### src/rtl/biriq_branch_pkg.sv
// Shared types and constants for the branch resolution stage and its users.
package biriq_branch_pkg;

    // Micro-op kind; the reserved encoding resolves like a conditional branch.
    typedef enum logic [1:0] {
        KindBr   = 2'b00,
        KindJal  = 2'b01,
        KindJalr = 2'b10,
        KindRsvd = 2'b11
    } kind_e;

    // Branch condition codes (funct3).
    localparam logic [2:0] Funct3Beq  = 3'b000;
    localparam logic [2:0] Funct3Bne  = 3'b001;
    localparam logic [2:0] Funct3Blt  = 3'b100;
    localparam logic [2:0] Funct3Bge  = 3'b101;
    localparam logic [2:0] Funct3Bltu = 3'b110;
    localparam logic [2:0] Funct3Bgeu = 3'b111;

    // Resolution FSM states.
    typedef enum logic [0:0] {
        StIdle     = 1'b0,
        StRedirect = 1'b1
    } state_e;

    // Jumps write a link value and are unconditionally taken.
    function automatic logic is_link_kind(kind_e kind);
        return (kind == KindJal) || (kind == KindJalr);
    endfunction

endpackage

### src/rtl/biriq_branch_resolve_if.sv
// Issue, writeback and redirect bundle of the branch resolution stage.
interface biriq_branch_resolve_if #(
    parameter int unsigned XLEN   = 32,
    parameter int unsigned RobIdW = 6
);
    // Issue side
    logic              in_valid;
    logic              in_ready;
    logic [RobIdW-1:0] in_rob_id;
    logic [2:0]        in_funct3;
    logic [1:0]        in_kind;
    logic [XLEN-1:0]   in_pc;
    logic [XLEN-1:0]   in_imm;
    logic [XLEN-1:0]   in_rs1;
    logic              in_mts;
    logic              in_mtu;
    logic              in_eq;
    logic              in_pred_taken;
    logic [XLEN-1:0]   in_pred_target;
    // Writeback side
    logic              wb_valid;
    logic              wb_ready;
    logic [RobIdW-1:0] wb_rob_id;
    logic [XLEN-1:0]   wb_data;
    logic              wb_exc;
    // Frontend redirect
    logic              redirect;
    logic [XLEN-1:0]   redirect_pc;
    logic              redirect_ack;

    // Resolution stage side
    modport slave (
        input  in_valid, in_rob_id, in_funct3, in_kind, in_pc, in_imm, in_rs1,
        input  in_mts, in_mtu, in_eq, in_pred_taken, in_pred_target,
        output in_ready,
        output wb_valid, wb_rob_id, wb_data, wb_exc,
        input  wb_ready,
        output redirect, redirect_pc,
        input  redirect_ack
    );

    // Issue / ROB / frontend side
    modport master (
        output in_valid, in_rob_id, in_funct3, in_kind, in_pc, in_imm, in_rs1,
        output in_mts, in_mtu, in_eq, in_pred_taken, in_pred_target,
        input  in_ready,
        input  wb_valid, wb_rob_id, wb_data, wb_exc,
        output wb_ready,
        input  redirect, redirect_pc,
        output redirect_ack
    );

endinterface

### src/rtl/biriq_branch_cond.sv
// Branch condition evaluation from funct3 and the compare unit flags.
module biriq_branch_cond
    import biriq_branch_pkg::*;
(
    input  logic [2:0] funct3_i,
    input  logic       mts_i,    // rs1 > rs2 signed
    input  logic       mtu_i,    // rs1 > rs2 unsigned
    input  logic       eq_i,     // rs1 == rs2
    output logic       taken_o
);

    // Decode the condition; 010/011 are not branch conditions and never take.
    always_comb begin
        taken_o = 1'b0;
        case (funct3_i)
            Funct3Beq:  taken_o = eq_i;
            Funct3Bne:  taken_o = !eq_i;
            Funct3Blt:  taken_o = !(mts_i || eq_i);
            Funct3Bge:  taken_o = mts_i || eq_i;
            Funct3Bltu: taken_o = !(mtu_i || eq_i);
            Funct3Bgeu: taken_o = mtu_i || eq_i;
            default:    taken_o = 1'b0;
        endcase
    end

endmodule

### src/rtl/biriq_branch_resolve.sv
// Branch/jump resolution stage: computes direction and target, checks the
// frontend prediction, writes back the link value and holds a redirect to the
// frontend on mispredict until acknowledged.
// Optional build macro BIRIQ_BRANCH_STATS_EN adds saturating resolve and
// mispredict counters.
module biriq_branch_resolve
    import biriq_branch_pkg::*;
#(
    parameter int unsigned C_XLEN            = 32,
    parameter int unsigned C_ROB_ID_W        = 6,
    parameter bit          C_HAS_C_EXTENSION = 1'b0
) (
    input  logic                  cpu_clock_i,
    input  logic                  cpu_resetn_i,
    input  logic                  flush_i,
`ifdef BIRIQ_BRANCH_STATS_EN
    output logic [31:0]           resolved_count_o,
    output logic [31:0]           mispredict_count_o,
`endif
    biriq_branch_resolve_if.slave bus
);

    state_e                  state_q, state_d;
    logic                    wb_valid_q, wb_valid_d;
    logic [C_ROB_ID_W-1:0]   wb_rob_id_q;
    logic [C_XLEN-1:0]       wb_data_q;
    logic                    wb_exc_q;
    logic [C_XLEN-1:0]       redirect_pc_q;

    kind_e                   kind;
    logic                    is_link;
    logic                    is_jalr;
    logic                    cond_taken;
    logic                    taken;
    logic [C_XLEN-1:0]       pc_plus4;
    logic [C_XLEN-1:0]       jalr_sum;
    logic [C_XLEN-1:0]       target;
    logic [C_XLEN-1:0]       next_pc;
    logic                    align_fault;
    logic                    mispredict;
    logic                    accept;
    logic                    raise_redirect;

    assign kind    = kind_e'(bus.in_kind);
    assign is_link = is_link_kind(kind);
    assign is_jalr = (kind == KindJalr);

    biriq_branch_cond u_cond (
        .funct3_i (bus.in_funct3),
        .mts_i    (bus.in_mts),
        .mtu_i    (bus.in_mtu),
        .eq_i     (bus.in_eq),
        .taken_o  (cond_taken)
    );

    // Direction, target and prediction check; all sums wrap modulo 2^XLEN.
    always_comb begin
        taken    = is_link || cond_taken;
        pc_plus4 = bus.in_pc + C_XLEN'(4);
        jalr_sum = bus.in_rs1 + bus.in_imm;
        if (is_jalr) begin
            target = jalr_sum & ~C_XLEN'(1);
        end else begin
            target = bus.in_pc + bus.in_imm;
        end
        next_pc     = taken ? target : pc_plus4;
        // Only a taken path can fault; halfword targets are legal with RVC.
        align_fault = !C_HAS_C_EXTENSION && taken && target[1];
        mispredict  = (bus.in_pred_taken != taken) ||
                      (taken && (bus.in_pred_target != target));
    end

    assign bus.in_ready   = (state_q == StIdle) && (!wb_valid_q || bus.wb_ready);
    assign accept         = bus.in_valid && bus.in_ready && !flush_i;
    // A faulting op traps through the ROB instead of steering the frontend.
    assign raise_redirect = accept && mispredict && !align_fault;

    // FSM next state; flush overrides everything, including an ack.
    always_comb begin
        state_d = state_q;
        case (state_q)
            StIdle:     if (raise_redirect) state_d = StRedirect;
            StRedirect: if (bus.redirect_ack) state_d = StIdle;
            default:    state_d = StIdle;
        endcase
        if (flush_i) begin
            state_d = StIdle;
        end
    end

    // Writeback valid: new accept overwrites without a bubble, ready drains.
    always_comb begin
        wb_valid_d = wb_valid_q;
        if (flush_i) begin
            wb_valid_d = 1'b0;
        end else if (accept) begin
            wb_valid_d = 1'b1;
        end else if (bus.wb_ready) begin
            wb_valid_d = 1'b0;
        end
    end

    // State and valid registers.
    always_ff @(posedge cpu_clock_i or negedge cpu_resetn_i) begin
        if (!cpu_resetn_i) begin
            state_q    <= StIdle;
            wb_valid_q <= 1'b0;
        end else begin
            state_q    <= state_d;
            wb_valid_q <= wb_valid_d;
        end
    end

    // Writeback payload loads only on accept so it holds while stalled.
    always_ff @(posedge cpu_clock_i or negedge cpu_resetn_i) begin
        if (!cpu_resetn_i) begin
            wb_rob_id_q <= '0;
            wb_data_q   <= '0;
            wb_exc_q    <= 1'b0;
        end else if (accept) begin
            wb_rob_id_q <= bus.in_rob_id;
            wb_data_q   <= is_link ? pc_plus4 : '0;
            wb_exc_q    <= align_fault;
        end
    end

    // Redirect PC captured alongside the writeback; stable while redirecting.
    always_ff @(posedge cpu_clock_i or negedge cpu_resetn_i) begin
        if (!cpu_resetn_i) begin
            redirect_pc_q <= '0;
        end else if (raise_redirect) begin
            redirect_pc_q <= next_pc;
        end
    end

    assign bus.wb_valid    = wb_valid_q;
    assign bus.wb_rob_id   = wb_rob_id_q;
    assign bus.wb_data     = wb_data_q;
    assign bus.wb_exc      = wb_exc_q;
    assign bus.redirect    = (state_q == StRedirect);
    assign bus.redirect_pc = redirect_pc_q;

`ifdef BIRIQ_BRANCH_STATS_EN
    logic [31:0] resolved_q;
    logic [31:0] mispredict_q;

    // Saturating statistics; survive flush, cleared only by reset.
    always_ff @(posedge cpu_clock_i or negedge cpu_resetn_i) begin
        if (!cpu_resetn_i) begin
            resolved_q   <= '0;
            mispredict_q <= '0;
        end else begin
            if (accept && (resolved_q != '1)) begin
                resolved_q <= resolved_q + 32'd1;
            end
            if (accept && mispredict && (mispredict_q != '1)) begin
                mispredict_q <= mispredict_q + 32'd1;
            end
        end
    end

    assign resolved_count_o   = resolved_q;
    assign mispredict_count_o = mispredict_q;
`endif

endmodule

### src/flat_wrapper.sv
// flat-port wrapper written by rule: the top's interface ports become plain ports
module biriq_branch_resolve_flat import biriq_branch_pkg::*;
#(
    parameter int unsigned C_XLEN            = 32,
    parameter int unsigned C_ROB_ID_W        = 6,
    parameter bit          C_HAS_C_EXTENSION = 1'b0
)
  (cpu_clock_i, cpu_resetn_i, flush_i, bus_in_valid, bus_in_rob_id, bus_in_funct3, bus_in_kind, bus_in_pc, bus_in_imm, bus_in_rs1, bus_in_mts, bus_in_mtu, bus_in_eq, bus_in_pred_taken, bus_in_pred_target, bus_in_ready, bus_wb_valid, bus_wb_rob_id, bus_wb_data, bus_wb_exc, bus_wb_ready, bus_redirect, bus_redirect_pc, bus_redirect_ack);
  biriq_branch_resolve_if #(.XLEN(32), .RobIdW(6)) bus_i ();
  input  logic cpu_clock_i;
  input  logic cpu_resetn_i;
  input  logic flush_i;
  input wire logic [$bits(bus_i.in_valid)-1:0] bus_in_valid;
  input wire logic [$bits(bus_i.in_rob_id)-1:0] bus_in_rob_id;
  input wire logic [$bits(bus_i.in_funct3)-1:0] bus_in_funct3;
  input wire logic [$bits(bus_i.in_kind)-1:0] bus_in_kind;
  input wire logic [$bits(bus_i.in_pc)-1:0] bus_in_pc;
  input wire logic [$bits(bus_i.in_imm)-1:0] bus_in_imm;
  input wire logic [$bits(bus_i.in_rs1)-1:0] bus_in_rs1;
  input wire logic [$bits(bus_i.in_mts)-1:0] bus_in_mts;
  input wire logic [$bits(bus_i.in_mtu)-1:0] bus_in_mtu;
  input wire logic [$bits(bus_i.in_eq)-1:0] bus_in_eq;
  input wire logic [$bits(bus_i.in_pred_taken)-1:0] bus_in_pred_taken;
  input wire logic [$bits(bus_i.in_pred_target)-1:0] bus_in_pred_target;
  output wire logic [$bits(bus_i.in_ready)-1:0] bus_in_ready;
  output wire logic [$bits(bus_i.wb_valid)-1:0] bus_wb_valid;
  output wire logic [$bits(bus_i.wb_rob_id)-1:0] bus_wb_rob_id;
  output wire logic [$bits(bus_i.wb_data)-1:0] bus_wb_data;
  output wire logic [$bits(bus_i.wb_exc)-1:0] bus_wb_exc;
  input wire logic [$bits(bus_i.wb_ready)-1:0] bus_wb_ready;
  output wire logic [$bits(bus_i.redirect)-1:0] bus_redirect;
  output wire logic [$bits(bus_i.redirect_pc)-1:0] bus_redirect_pc;
  input wire logic [$bits(bus_i.redirect_ack)-1:0] bus_redirect_ack;
  assign bus_i.in_valid = bus_in_valid;
  assign bus_i.in_rob_id = bus_in_rob_id;
  assign bus_i.in_funct3 = bus_in_funct3;
  assign bus_i.in_kind = bus_in_kind;
  assign bus_i.in_pc = bus_in_pc;
  assign bus_i.in_imm = bus_in_imm;
  assign bus_i.in_rs1 = bus_in_rs1;
  assign bus_i.in_mts = bus_in_mts;
  assign bus_i.in_mtu = bus_in_mtu;
  assign bus_i.in_eq = bus_in_eq;
  assign bus_i.in_pred_taken = bus_in_pred_taken;
  assign bus_i.in_pred_target = bus_in_pred_target;
  assign bus_in_ready = bus_i.in_ready;
  assign bus_wb_valid = bus_i.wb_valid;
  assign bus_wb_rob_id = bus_i.wb_rob_id;
  assign bus_wb_data = bus_i.wb_data;
  assign bus_wb_exc = bus_i.wb_exc;
  assign bus_i.wb_ready = bus_wb_ready;
  assign bus_redirect = bus_i.redirect;
  assign bus_redirect_pc = bus_i.redirect_pc;
  assign bus_i.redirect_ack = bus_redirect_ack;
  biriq_branch_resolve #(.C_XLEN(C_XLEN), .C_ROB_ID_W(C_ROB_ID_W), .C_HAS_C_EXTENSION(C_HAS_C_EXTENSION)) u_core (.cpu_clock_i(cpu_clock_i), .cpu_resetn_i(cpu_resetn_i), .flush_i(flush_i), .bus(bus_i));
endmodule
### config.mk
export PLATFORM = sky130hd
export DESIGN_NAME = biriq_branch_resolve_flat
export DESIGN_NICKNAME = d
export VERILOG_FILES = /design/src/rtl/biriq_branch_pkg.sv /design/src/rtl/biriq_branch_resolve_if.sv /design/src/rtl/biriq_branch_cond.sv /design/src/rtl/biriq_branch_resolve.sv /design/src/flat_wrapper.sv
export SDC_FILE = /design/constraint.sdc
export NUM_CORES = 1
export LEC_CHECK = 0
export BUFFER_PORTS_ARGS = -buffer_cell sky130_fd_sc_hd__buf_2
export CORE_UTILIZATION = 28
export DETAILED_ROUTE_END_ITERATION = 12
export PLACE_DENSITY_LB_ADDON = 0.3
export SYNTH_ARGS = -nofsm -noshare
export SYNTH_HDL_FRONTEND = slang
export SYNTH_SLANG_ARGS = --single-unit
### constraint.sdc
create_clock -name cpu_clock_i -period 3.8 [get_ports cpu_clock_i]
set_clock_uncertainty 0.2 [all_clocks]
set_input_delay 0.76 -clock cpu_clock_i [delete_from_list [all_inputs] [get_ports cpu_clock_i]]
set_output_delay 0.76 -clock cpu_clock_i [all_outputs]
set_load 0.01 [all_outputs]
# After elaboration in Yosys (flattened, before gate mapping)
# Index checks and enable logic that the tools add are counted.
# word_totals
in_bits,149
wordCells,51
out_inout_bits,74
reg_bits,73
# op_classes
muxes,11
reduce_logical,21
bitwise,1
n_eq_ne,9
add_sub_neg,3
# ops
operator,count
32-bit two-way mux,3
32-bit adder,2
"32-bit by 3-bit adder with 32-bit output, second input constant",1
32-bit inequality test,1
"3-bit == test, second input constant",4
1-bit logical AND,7
1-bit zero test,6
1-bit logical OR,6
1-bit two-way mux,6
1-bit one-hot mux with 6 select lines,1
"3-bit by 1-bit == test with 1-bit output, second input constant",1
3-bit zero test,1
3-bit nonzero test,1
"2-bit by 1-bit == test with 1-bit output, second input constant",1
"2-bit == test, second input constant",1
1-bit one-hot mux with 2 select lines,1
1-bit inequality test,1
1-bit NOT,1

# Depth between registers and ports, before layout
# depth
word_depth,11
mapped_depth,16
ltp_nobuf,14

# Hierarchy
# From an unflattened synthesis, not the netlist that was laid out.
# hier_totals
hier_cells,1186
area_unflattened_um2,9172.5
# modules_own_cells
module,n_inst,area_each_um2,seq_area_each_um2,cells_per_inst
biriq_branch_resolve,1,9103.7,1826.8,1176
biriq_branch_cond,1,68.8,0.0,10

# Worst setup path before layout
# No wires, ideal clock.
# synth_path
path_type,input-to-reg
from,in bus_in_rs1[0]
to,reg u_core.redirect_pc_q[10] (netlist: u_core.bus.redirect_pc[10])
path_slack_ps,-1141
t_arrival_ps,4616
required_time_ps,3475
stages,15
path_buffers,1
setup_time_ps,125
cell_sequence,and2_1 > fa_1 > a211oi_2 > o21ai_2 > a211oi_2 > o21ai_1 > and3_1 > nand4b_4 > and2_1 > a2111o_1 > a2111o_1 > or4b_4 > o31ai_4 > buf_6 > mux2_4
# synth_via
elab_chain_cells,7
elab_cells_between_ends,10
cone_classes,add/sub: 1; eq/ne: 1; mux: 2; reduce/logical: 6
# synth_rtl
element,line,rtl
from (decl),flat_wrapper.sv:19,input wire logic [$bits(bus_i.in_rs1)-1:0] bus_in_rs1;
32-bit adder (*),biriq_branch_resolve.sv:60,jalr_sum = bus.in_rs1 + bus.in_imm;
32-bit two-way mux (*),biriq_branch_resolve.sv:61,if (is_jalr) begin
32-bit inequality test,biriq_branch_resolve.sv:70,(taken && (bus.in_pred_target != target));
1-bit logical AND,biriq_branch_resolve.sv:70,
1-bit logical OR,biriq_branch_resolve.sv:69,mispredict = (bus.in_pred_taken != taken) ||
1-bit logical AND (2 in a row),biriq_branch_resolve.sv:76,assign raise_redirect = accept && mispredict && !align_fault;
to (signal assigned),biriq_branch_resolve.sv:132,redirect_pc_q <= next_pc;
to (decl),biriq_branch_resolve.sv:28,logic [C_XLEN-1:0] redirect_pc_q;
# Every way passes the cells marked *; elsewhere a longest branch is shown, timed or not.
# A chain may end at the register's enable or synchronous reset.

# Worst setup path after layout
# layout_path
from,in bus_in_imm[0]
to,reg u_core.redirect_pc_q[5] (netlist: u_core.bus.redirect_pc[5])
# layout_via
elab_chain_cells,7
elab_cells_between_ends,11
cone_classes,add/sub: 2; eq/ne: 1; mux: 2; reduce/logical: 6
# layout_rtl
element,line,rtl
from (decl),flat_wrapper.sv:18,input wire logic [$bits(bus_i.in_imm)-1:0] bus_in_imm;
32-bit adder (on tied branches),"biriq_branch_resolve.sv:64, biriq_branch_resolve.sv:60",
32-bit two-way mux (*),biriq_branch_resolve.sv:61,
32-bit inequality test,biriq_branch_resolve.sv:70,
1-bit logical AND,biriq_branch_resolve.sv:70,
1-bit logical OR,biriq_branch_resolve.sv:69,
1-bit logical AND (2 in a row),biriq_branch_resolve.sv:76,
# Marked as above.

==> impl_metrics.env <==
export IMPL_wl_per_cell_um=17.3
export IMPL_layout_drive_gt1_share_pct=40.9
export IMPL_clkLatencyLatePin_ns=0.33
export IMPL_ioPinCount=223
export IMPL_hold_class="reg -> reg"
export IMPL_synth_nets=1323
export IMPL_post_synth_top_count_cell="nand2_1"
export IMPL_regArea_um2=1830
export IMPL_slew_violations=0
export IMPL_core_area_um2=30700
export IMPL_first_global_vias=9734
export IMPL_min_from="u_core.bus.wb_data[24]"
export IMPL_tns_ns=-34.43
export IMPL_grt_pass1_wl_mm=52.8
export IMPL_syn_avg_cell_area_um2=7.89
export IMPL_ys_flop_type="dfrtp_1"
export IMPL_overflow=0
export IMPL_clk_pin_slew_ns=0.05
export IMPL_arrival_ns=4.90
export IMPL_synth_area_um2=8750
export IMPL_cts_path_max_buffers=2
export IMPL_rows=64
export IMPL_yosysTopAreaCellShare_pct=20.9
export IMPL_slew_headroom_pct=37.5
export IMPL_postLayoutSetupSlackWorst_ns=-1.09
export IMPL_h_tree_depth=3
export IMPL_post_route_util_pct=43.3
export IMPL_reg2reg_from="u_core.bus.wb_valid"
export IMPL_async_flop_share_pct=100
export IMPL_end_kind="flip-flop"
export IMPL_postSynthCellCount=1109
export IMPL_num_vias=10000
export IMPL_max_vdd_ir_drop_v=0.000247
export IMPL_fin_total_pwr_mw=4.65
export IMPL_fill_cells=3143
export IMPL_holdWs_ns=0.267
export IMPL_outcome="finished, violations left"
export IMPL_synth_top_cells_by_count="137 x nand2_1, 99 x a21oi_1, 86 x o21ai_0"
export IMPL_initial_core_util_pct=28.5
export IMPL_ctsRootBufferMaster="clkbuf_16"
export IMPL_die_area_um2=32000
export IMPL_antenna_found_initial=7
export IMPL_cts_buffers=9
export IMPL_path_max_fanout=15
export IMPL_r2r_end="u_core.bus.wb_data[25]"
export IMPL_finalWirelength_mm=35.0
export IMPL_multiInputGateArea_um2=6940
export IMPL_synth_area_leader_cell="dfrtp_1"
export IMPL_die_x_um=179
export IMPL_track_usage_pct=21.4
export IMPL_failed_checks="negative setup slack"
export IMPL_synth_seq_cells=73
export IMPL_cts_tree="done"
export IMPL_fin_cells=2016
export IMPL_yosys_warnings=0
export IMPL_fmax_mhz=205
export IMPL_remaining_drc_errors=0
export IMPL_rsz0062_at_grt="yes"
export IMPL_power_density_nw_per_um2=350
export IMPL_hold_violations=0
export IMPL_cp_start_kind="input port"
export IMPL_dp_hpwl_mm=29.6
export IMPL_dp_cells=1987
export IMPL_die_y_um=179
export IMPL_area_growth_pct=51.6
export IMPL_timing_final_crit_share_pct=129
export IMPL_ys_seq_area_share_pct=20.9
export IMPL_gp_congestion=0.929
export IMPL_io_buffers=222
export IMPL_grt_max_degree=74
export IMPL_synthDistinctLibCells=82
export IMPL_criticalPathCategory="in -> reg"
export IMPL_p_leak_nw=6.32
export IMPL_endpoint="u_core.bus.redirect_pc[5]"
export IMPL_required_ns=3.81
export IMPL_ant_nets=0
export IMPL_tightest_slew_ns=0.938
export IMPL_via_per_inst=4.98
export IMPL_firstDrtPassIters=6
export IMPL_final_net_count=1823
export IMPL_synth_edf_count=0
export IMPL_rr_worst_depth=6
export IMPL_rrSetupSlack_ns=1.63
export IMPL_drv_cap=0
export IMPL_synth_area_top_cells="dfrtp_1 21%, ha_1 9.0%, nand2_1 5.9%"
export IMPL_cts_num_sinks=73
export IMPL_drtIter0Drc=633
export IMPL_setup_violations=33
export IMPL_fin_crit_ns=4.89
export IMPL_worstSetupStartpoint="bus_in_imm[0]"
[how the worst min path moves through the flow]
| stage | to | slack (ns) | cells past startpoint |
|---|---|---|---|
| 6_report | u_core.bus.wb_data[24] | 0.27 | 2 |
| 5_1_grt | u_core.bus.wb_data[20] | 0.29 | 2 |
| 4_1_cts | u_core.bus.wb_data[24] | 0.28 | 2 |
| 3_5_place_dp | u_core.bus.wb_data[24] | 0.27 | 2 |
| 3_3_place_gp | u_core.bus.wb_data[1] | 0.26 | 2 |
| 2_1_floorplan | u_core.bus.redirect | 0.26 | 0 |
[critical path, stage by stage]
cell and delay [ns]:
buf_8 0.10, and2_4 0.15, fa_2 0.39, a211oi_4 0.27, o21ai_2 0.10, buf_4 0.17
a211oi_4 0.27, o21ai_2 0.08, and3_1 0.15, nand4b_4 0.16, and2_4 0.15, a2111o_1 0.36
a2111o_1 0.34, or4b_4 0.56, o31ai_4 0.22, buf_4 0.18, buf_16 0.16, mux2_4 0.31
[report_power, final]
part	internal, mW	leakage, nW	switching, mW
combinational	1.34	5.27	1.29
sequential	1.02	0.907	0.165
clock	0.510	0.143	0.329
total	2.87	6.32	1.78
[layout by cell type, fill, tap and decap left out, types with 4 or more instances in the layout]
cell type and n:
nand2b_1 16, nor4b_1 4, or4_1 5, diode_2 6, a21oi_1 96, buf_2 220
a21o_1 15, ha_1 61, nand2_1 135, nor3_1 24, mux2_2 10, mux2i_1 25
nor2b_1 13, xor2_1 47, a211oi_1 10, mux2_4 27, and3_1 13, and4_1 8
nor2_1 76, clkbuf_16 10, buf_4 317, inv_1 19, xnor2_1 52, o31ai_1 4
a31oi_1 13, o21a_1 8, a31oi_2 5, a21oi_2 5, and2_1 11, nor3b_1 11
o21ai_0 85, a211o_1 4, dfrtp_1 73, or3_1 4, nand4_1 18, nand3_1 38
o211ai_1 18
[through the flow]
step | area [µm²] | worst slack [ns]
after global routing | 13300 | -1.21
final | 13300 | -1.09
after global placement | 12600 | -1.62
after detailed placement | 12600 | -1.67
after CTS | 13000 | -1.04
after floorplan | 8810 | -1.05
[sequential cells by signal (all words and copies together), names as in the netlist]
register                flops
u_core.bus.redirect         1
u_core.bus.redirect_pc     32
u_core.bus.wb_data         32
u_core.bus.wb_exc           1
u_core.bus.wb_rob_id        6
u_core.bus.wb_valid         1
[timing repair]
action                                  4_1_cts  5_1_grt
cloned                                        1        1
endpoints found under the hold margin         0        0
endpoints found under the setup margin       33       33
buffers inserted                              3        2
pin swaps                                    11       21
gates resized for setup                      13       50
hold buffers                                  0        0
[cell type report]
| type | count | area share (%) |
|---|---|---|
| multi-input cells | 960 | 52.3 |
| repair buffers | 545 | 27.3 |
| flip-flops and latches | 73 | 13.8 |
| well taps | 396 | 3.73 |
| clock buffers | 10 | 1.72 |
| inverters | 20 | 0.566 |
| clock inverters | 6 | 0.518 |
| diodes | 6 | 0.113 |
[cells by family after synthesis]
| family | Yosys count | share of synthesized area (%) |
|---|---|---|
| flops | 73 | 20.9 |
| buf+inv | 76 | 3.69 |
| xor+xnor | 108 | 11.3 |
| compound gates | 326 | 24.2 |
| simple gates | 398 | 22.4 |
| fa+ha+maj | 65 | 9.46 |
| mux | 63 | 8.16 |
[metal layers]
| metal | part of all wire [%] | wire length, µm | GRT usage, % | vias to the layer above |
|---|---|---|---|---|
| li1 | - | - | - | 5076 |
| met1 | 47 | 16600 | 30.1 | 4655 |
| met2 | 44 | 15600 | 34.2 | 261 |
| met3 | 5.1 | 1770 | 1.91 | 47 |
| met4 | 3.0 | 1040 | 7.03 | 2 |
| met5 | 0.031 | 11 | 0 | - |
Power figures use the tool's default switching activity.
